### src/rtl/alu_issue_arbiter_pkg.sv
// Shared constants and helpers for the ALU issue arbiter slice.
package alu_issue_arbiter_pkg;

   localparam int DATA_W_DEF   = 4;
   localparam int PIPE_LAT_DEF = 2;
   localparam int REQ_N        = 2;
   localparam int FIFO_DEPTH   = 2;
   localparam int CRED_W       = 2;

   localparam logic [CRED_W-1:0] CRED_ZERO = 2'd0;
   localparam logic [CRED_W-1:0] CRED_ONE  = 2'd1;
   localparam logic [CRED_W-1:0] CRED_MAX  = 2'd2;

   localparam logic [2:0] OP_ADD  = 3'b000;
   localparam logic [2:0] OP_SUB  = 3'b001;
   localparam logic [2:0] OP_AND  = 3'b010;
   localparam logic [2:0] OP_OR   = 3'b011;
   localparam logic [2:0] OP_XOR  = 3'b100;
   localparam logic [2:0] OP_NAND = 3'b101;
   localparam logic [2:0] OP_NOR  = 3'b110;
   localparam logic [2:0] OP_XNOR = 3'b111;

   // Next credit count: +1 on issue, -1 on pop, unchanged when both or neither.
   function automatic logic [CRED_W-1:0] credit_next(input logic [CRED_W-1:0] cnt,
                                                     input logic inc,
                                                     input logic dec);
      logic [CRED_W-1:0] res;
      case ({inc, dec})
         2'b10:   res = cnt + CRED_ONE;
         2'b01:   res = cnt - CRED_ONE;
         default: res = cnt;
      endcase
      return res;
   endfunction

endpackage

### src/rtl/alu_issue_arbiter_chk.sv
// Invariant checks for the issue arbiter: no push into a full buffer, credits bounded.
module alu_issue_arbiter_chk
   import alu_issue_arbiter_pkg::*;
(
   input logic              clock,
   input logic              resetN,
   input logic              push0,
   input logic              full0,
   input logic              push1,
   input logic              full1,
   input logic [CRED_W-1:0] cnt0,
   input logic [CRED_W-1:0] cnt1
);

   a_no_push_full0: assert property (@(posedge clock) disable iff (!resetN) !(push0 && full0));
   a_no_push_full1: assert property (@(posedge clock) disable iff (!resetN) !(push1 && full1));
   a_cnt0_bound:    assert property (@(posedge clock) disable iff (!resetN) cnt0 <= CRED_MAX);
   a_cnt1_bound:    assert property (@(posedge clock) disable iff (!resetN) cnt1 <= CRED_MAX);

endmodule

### src/rtl/alu_issue_arbiter_rsp_fifo2.sv
// Two-entry first-word-fall-through response buffer holding result plus parity.
module rsp_fifo2
   import alu_issue_arbiter_pkg::*;
#(
   parameter int DATA_W = DATA_W_DEF
) (
   input  logic              clock,
   input  logic              resetN,
   input  logic              push,
   input  logic [DATA_W-1:0] push_data,
   input  logic              push_parity,
   input  logic              pop,
   output logic              valid,
   output logic [DATA_W-1:0] data,
   output logic              parity,
   output logic              full
);

   logic [DATA_W-1:0]     mem_data_r [FIFO_DEPTH];
   logic [FIFO_DEPTH-1:0] mem_par_r;
   logic                  wr_ptr_r;
   logic                  rd_ptr_r;
   logic [1:0]            count_r;
   logic                  do_push_s;
   logic                  do_pop_s;

   // Credits upstream keep pushes away from a full buffer; pops only act on a real head.
   always_comb begin
      do_pop_s  = pop && (count_r != 2'd0);
      do_push_s = push && (count_r != 2'd2);
   end

   // Storage, pointers and occupancy; both pointers wrap mod 2.
   always_ff @(posedge clock or negedge resetN) begin
      if (!resetN) begin
         mem_data_r[0] <= '0;
         mem_data_r[1] <= '0;
         mem_par_r     <= 2'b00;
         wr_ptr_r      <= 1'b0;
         rd_ptr_r      <= 1'b0;
         count_r       <= 2'd0;
      end else begin
         if (do_push_s) begin
            mem_data_r[wr_ptr_r] <= push_data;
            mem_par_r[wr_ptr_r]  <= push_parity;
            wr_ptr_r             <= ~wr_ptr_r;
         end
         if (do_pop_s) begin
            rd_ptr_r <= ~rd_ptr_r;
         end
         case ({do_push_s, do_pop_s})
            2'b10:   count_r <= count_r + 2'd1;
            2'b01:   count_r <= count_r - 2'd1;
            default: count_r <= count_r;
         endcase
      end
   end

   // Head of buffer is presented straight from storage.
   always_comb begin
      valid  = (count_r != 2'd0);
      full   = (count_r == 2'd2);
      data   = mem_data_r[rd_ptr_r];
      parity = mem_par_r[rd_ptr_r];
   end

endmodule

### src/rtl/alu_issue_arbiter.sv
// Round-robin issue of two requesters into the shared ALU pipeline, with owner
// tracking and credit-protected per-requester response buffers.
module alu_issue_arbiter
   import alu_issue_arbiter_pkg::*;
#(
   parameter int DATA_W   = DATA_W_DEF,
   parameter int PIPE_LAT = PIPE_LAT_DEF
) (
   input  logic              clock,
   input  logic              resetN,
   input  logic              req0Valid,
   input  logic [DATA_W-1:0] req0A,
   input  logic [DATA_W-1:0] req0B,
   input  logic [2:0]        req0Op,
   output logic              req0Ready,
   input  logic              req1Valid,
   input  logic [DATA_W-1:0] req1A,
   input  logic [DATA_W-1:0] req1B,
   input  logic [2:0]        req1Op,
   output logic              req1Ready,
   output logic [DATA_W-1:0] aluA,
   output logic [DATA_W-1:0] aluB,
   output logic [7:0]        aluInstr,
   input  logic [DATA_W-1:0] aluX,
   input  logic              aluParity,
   output logic              rsp0Valid,
   output logic [DATA_W-1:0] rsp0Data,
   output logic              rsp0Parity,
   input  logic              rsp0Ready,
   output logic              rsp1Valid,
   output logic [DATA_W-1:0] rsp1Data,
   output logic              rsp1Parity,
   input  logic              rsp1Ready,
   output logic              idle
);

   logic                rr_ptr_r;      // 0: requester 0 wins a tie
   logic [CRED_W-1:0]   cnt0_r;
   logic [CRED_W-1:0]   cnt1_r;
   logic [CRED_W-1:0]   cnt0_nxt_s;
   logic [CRED_W-1:0]   cnt1_nxt_s;
   logic                idle_r;
   logic [DATA_W-1:0]   alu_a_r;
   logic [DATA_W-1:0]   alu_b_r;
   logic [7:0]          alu_instr_r;
   logic [PIPE_LAT:0]   tag_valid_r;
   logic [PIPE_LAT:0]   tag_id_r;

   logic                elig0_s;
   logic                elig1_s;
   logic                grant0_s;
   logic                grant1_s;
   logic                grant_any_s;
   logic [DATA_W-1:0]   sel_a_s;
   logic [DATA_W-1:0]   sel_b_s;
   logic [2:0]          sel_op_s;
   logic                push0_s;
   logic                push1_s;
   logic                pop0_s;
   logic                pop1_s;
   logic                full0_s;
   logic                full1_s;

   // Eligibility and round-robin grant; a lone eligible requester always wins.
   always_comb begin
      elig0_s  = req0Valid && (cnt0_r < CRED_MAX);
      elig1_s  = req1Valid && (cnt1_r < CRED_MAX);
      grant0_s = 1'b0;
      grant1_s = 1'b0;
      if (elig0_s && elig1_s) begin
         if (rr_ptr_r == 1'b0) begin
            grant0_s = 1'b1;
         end else begin
            grant1_s = 1'b1;
         end
      end else if (elig0_s) begin
         grant0_s = 1'b1;
      end else if (elig1_s) begin
         grant1_s = 1'b1;
      end else begin
         grant0_s = 1'b0;
         grant1_s = 1'b0;
      end
      grant_any_s = grant0_s || grant1_s;
      req0Ready   = grant0_s;
      req1Ready   = grant1_s;
   end

   // Operand/op mux feeding the issue register.
   always_comb begin
      if (grant1_s) begin
         sel_a_s  = req1A;
         sel_b_s  = req1B;
         sel_op_s = req1Op;
      end else begin
         sel_a_s  = req0A;
         sel_b_s  = req0B;
         sel_op_s = req0Op;
      end
   end

   // Tag pipe output steers the returning result; pops only count on a real head.
   always_comb begin
      push0_s    = tag_valid_r[PIPE_LAT] && (tag_id_r[PIPE_LAT] == 1'b0);
      push1_s    = tag_valid_r[PIPE_LAT] && (tag_id_r[PIPE_LAT] == 1'b1);
      pop0_s     = rsp0Ready && rsp0Valid;
      pop1_s     = rsp1Ready && rsp1Valid;
      cnt0_nxt_s = credit_next(cnt0_r, grant0_s, pop0_s);
      cnt1_nxt_s = credit_next(cnt1_r, grant1_s, pop1_s);
   end

   // Issue register, round-robin pointer, credits and idle flag.
   always_ff @(posedge clock or negedge resetN) begin
      if (!resetN) begin
         alu_a_r     <= '0;
         alu_b_r     <= '0;
         alu_instr_r <= 8'h00;
         rr_ptr_r    <= 1'b0;
         cnt0_r      <= CRED_ZERO;
         cnt1_r      <= CRED_ZERO;
         idle_r      <= 1'b1;
      end else begin
         if (grant_any_s) begin
            alu_a_r     <= sel_a_s;
            alu_b_r     <= sel_b_s;
            alu_instr_r <= 8'd1 << sel_op_s;
            rr_ptr_r    <= grant0_s;
         end else begin
            alu_instr_r <= 8'h00;
         end
         cnt0_r <= cnt0_nxt_s;
         cnt1_r <= cnt1_nxt_s;
         idle_r <= (cnt0_nxt_s == CRED_ZERO) && (cnt1_nxt_s == CRED_ZERO);
      end
   end

   // Owner tags ride alongside the datapath; stage PIPE_LAT lines up with aluX.
   always_ff @(posedge clock or negedge resetN) begin
      if (!resetN) begin
         tag_valid_r <= '0;
         tag_id_r    <= '0;
      end else begin
         tag_valid_r <= {tag_valid_r[PIPE_LAT-1:0], grant_any_s};
         tag_id_r    <= {tag_id_r[PIPE_LAT-1:0], grant1_s};
      end
   end

   assign aluA     = alu_a_r;
   assign aluB     = alu_b_r;
   assign aluInstr = alu_instr_r;
   assign idle     = idle_r;

   rsp_fifo2 #(.DATA_W(DATA_W)) u_rsp0 (
      .clock       (clock),
      .resetN      (resetN),
      .push        (push0_s),
      .push_data   (aluX),
      .push_parity (aluParity),
      .pop         (rsp0Ready),
      .valid       (rsp0Valid),
      .data        (rsp0Data),
      .parity      (rsp0Parity),
      .full        (full0_s)
   );

   rsp_fifo2 #(.DATA_W(DATA_W)) u_rsp1 (
      .clock       (clock),
      .resetN      (resetN),
      .push        (push1_s),
      .push_data   (aluX),
      .push_parity (aluParity),
      .pop         (rsp1Ready),
      .valid       (rsp1Valid),
      .data        (rsp1Data),
      .parity      (rsp1Parity),
      .full        (full1_s)
   );

   alu_issue_arbiter_chk u_chk (
      .clock  (clock),
      .resetN (resetN),
      .push0  (push0_s),
      .full0  (full0_s),
      .push1  (push1_s),
      .full1  (full1_s),
      .cnt0   (cnt0_r),
      .cnt1   (cnt1_r)
   );

endmodule
### config.mk
export PLATFORM = sky130hd
export DESIGN_NAME = alu_issue_arbiter
export DESIGN_NICKNAME = d
export VERILOG_FILES = /design/src/rtl/alu_issue_arbiter_pkg.sv /design/src/rtl/alu_issue_arbiter_chk.sv /design/src/rtl/alu_issue_arbiter_rsp_fifo2.sv /design/src/rtl/alu_issue_arbiter.sv
export SDC_FILE = /design/constraint.sdc
export NUM_CORES = 1
export LEC_CHECK = 0
export CAP_MARGIN = 10
export CORE_ASPECT_RATIO = 1.75
export CORE_MARGIN = 1
export CORE_UTILIZATION = 25
export CTS_CLUSTER_DIAMETER = 80
export DETAILED_ROUTE_END_ITERATION = 7
export PLACE_DENSITY_LB_ADDON = 0.1
export SETUP_SLACK_MARGIN = 0.15
export SLEW_MARGIN = 30
export SYNTH_ARGS = -nofsm -noshare
export SYNTH_HDL_FRONTEND = slang
export SYNTH_SLANG_ARGS = --single-unit
### constraint.sdc
create_clock -name clock -period 1.9 [get_ports clock]
set_input_delay 0.19 -clock clock [delete_from_list [all_inputs] [get_ports clock]]
set_output_delay 0.19 -clock clock [all_outputs]
set_load 0.1 [all_outputs]
==> out/metrics.cfg <==
[status]
status = finished clean

[global_route]
antenna_found_initial = 0
grt_start_max_net_pins = 24
grt_pass1_vias = 1970
grt_pass1_wl_um = 10100
track_usage_pct = 12.9
grt.overflow.total = 0

[synthesis]
synth-seq-area-share_pct = 55.6
ys_warn_count = 0
synthCells = 196
ys_types = 37
synth_area_per_cell_um2 = 12.9
ys_ff_latch = 56
syn-cell-area_um2 = 2520
syn_nets = 233

[place]
gp_congestion = 0.768
hpwlAfterDp_um = 4620
portBuffers = 63

[sta]
hold_viol_final = 0
fin_crit_ns = 1.73
skew_ns = 0.00456
period_share_pct = 90.8
max_slew_margin_pct = 65.4
rsz0062_at_grt = yes
tightest_slew_ns = 0.519
slew_viol_final = 0
fmax_ghz = 0.580
setup_viol = 0

[routing]
viasPerCell = 4.48
drtAntennaViolNets = 0
num_vias = 1823
drcViolationCount = 0
avgRoutedWirePerCell_um = 14.8
wirelength_um = 6010
first_pass_iters = 4
drt_iter0_drc = 48

[worst_setup_path]
path_max_fanout = 3
r2r_slack_ns = 0.24
cp_num_buf_inv = 2
slowest_stage = dfrtp_1
cpPeakStageDelay_ns = 0.41
crit_arrival_ns = 1.54
critical_path.cell_chain = or3b_4, and2_4, buf_8, buf_12
worst-setup-path-type = flop to output pin
crit_family = simple AND/OR/NAND/NOR gates
cp-end-kind = output pin
start_kind = flop
required_ns = 1.71

[die]
die_h_um = 135
coreArea_um2 = 9850
rows = 48
io_pins = 64
dieArea_um2 = 10500
start_util_pct = 25.6
die_x_um = 78.0

[finish]
antenna_cells = 0
drive_gt1_share_pct = 38.7
final_nets = 318
final_cell_mix = dfrtp_1 (53), buf_4 (37), clkdlybuf4s50_1 (31), mux2_2 (30), buf_12 (14)
post-route-util_pct = 38.1
fill_cells = 993
mostFrequentLayoutCell = dfrtp_1
area_growth_pct = 48.8

[clocking]
cts.sinks = 56
cts_tree = done
insertion_delay_ns = 0.29
cts_buffers = 5
clk_pin_slew_ns = 0.07
clock_tree.root_cell = clkbuf_16
clockBufferDepth = 2
h-tree-depth = 2

[min_path]
hp-class = flop to flop

[flow_run]
max_cap_violations = 0

-- per-stage QoR --
| step | area (µm²) | setup TNS (ns) | std cells | worst slack, ns | hold slack (ns) |
|---|---|---|---|---|---|
| after floorplan | 2570 | 0 | 196 | 0.107 | -0.106 |
| after global placement | 3520 | 0 | 392 | 0.0351 | 0.204 |
| after detailed placement | 3520 | -0.0130 | 392 | -0.0130 | 0.200 |
| after CTS | 3710 | 0 | 403 | 0.154 | 0.353 |
| after global routing | 3760 | 0 | 407 | 0.128 | 0.363 |
| final | 3760 | 0 | 407 | 0.175 | 0.350 |
-- cells by family (layout without fill, tap and decap cells) --
kind of cell | Yosys count | count (layout) | share of synthesized area (%)
compound gates | 19 | 19 | 7.14
simple gates | 58 | 58 | 13.9
mux | 30 | 30 | 13.4
xor+xnor | 17 | 17 | 5.90
flops | 56 | 56 | 55.6
buf+inv | 12 | 98 | 2.18
fa+ha+maj | 4 | 4 | 1.98
-- final timing paths --
path | cells after the start | end | from
max | 4 | req1Ready | rr_ptr_r
min | 0 | tag_valid_r[1] | tag_valid_r[0]
max reg2reg | 5 | aluInstr[3] | rr_ptr_r
min reg2reg | 0 | tag_valid_r[1] | tag_valid_r[0]
max in group asynchronous | 3 | idle | resetN
min in group asynchronous | 2 | u_rsp1.mem_par_r[0] | resetN
-- synth_stat cells, drive strengths merged --
cell type	n	share of area, %
a2111o	1	0.45
a2111oi	1	0.35
a211oi	1	0.30
a221o	8	3.2
a31o	1	0.35
a41o	1	0.40
and2	3	0.84
and3	8	2.0
and3b	1	0.35
and4bb	1	0.50
buf	3	0.84
clkbuf	4	0.59
clkinv	1	0.15
dfrtp	55	55
dfstp	1	1.0
ha	4	2.0
inv	4	0.59
mux2	30	13
nand2	5	0.74
nand2b	5	1.2
nand3	3	0.59
nand3b	1	0.30
nand4	5	1.2
nand4b	3	1.0
nor2	11	1.6
nor2b	4	0.99
nor3	2	0.40
nor3b	1	0.30
nor4bb	2	0.79
o31ai	5	1.5
o41ai	1	0.64
or2	2	0.50
or3b	1	0.45
xnor2	10	3.5
xor2	7	2.4
-- cell type report --
type                    count  area, µm²  share of cell area, %
flip-flops and latches     56       1410                   37.4
multi-input cells         128       1120                   29.9
repair buffers             85        898                   23.9
well taps                 125        156                   4.16
clock buffers               8        146                   3.90
inverters                   5       26.3                  0.700
-- layer usage --
layer / share of wire, % / GRT usage, %
met1: 38 / 13.4
met2: 57 / 24.0
met3: 4.2 / 3.11
met4: 1.3 / 5.86
met5: 0 / 0
-- state kept, by name, summed over array words and instances (netlist names) --
| name | count |
|---|---|
| u_rsp1.count_r | 2 |
| u_rsp1.wr_ptr_r | 1 |
| u_rsp0.mem_data_r | 8 |
| u_rsp1.mem_par_r | 2 |
| idle | 1 |
| u_rsp0.mem_par_r | 2 |
| cnt0_r | 2 |
| rr_ptr_r | 1 |
| u_rsp0.wr_ptr_r | 1 |
| u_rsp1.mem_data_r | 8 |
| u_rsp0.count_r | 2 |
| u_rsp1.rd_ptr_r | 1 |
| u_rsp0.rd_ptr_r | 1 |
| tag_id_r | 3 |
| aluA | 4 |
| aluB | 4 |
| aluInstr | 8 |
| tag_valid_r | 3 |
| cnt1_r | 2 |
-- what timing repair did --
item | CTS | global route
pin swaps | 1 | 0
setup endpoints to repair | 3 | 4
endpoints found under the hold margin | 20 | 0
hold buffers | 1 | 0
setup buffers | 2 | 4
gates resized for setup | 6 | 3
Power is left out: the tool's default activity adds up to more than one toggle a clock period on the data nets, which glitch-free logic cannot reach.
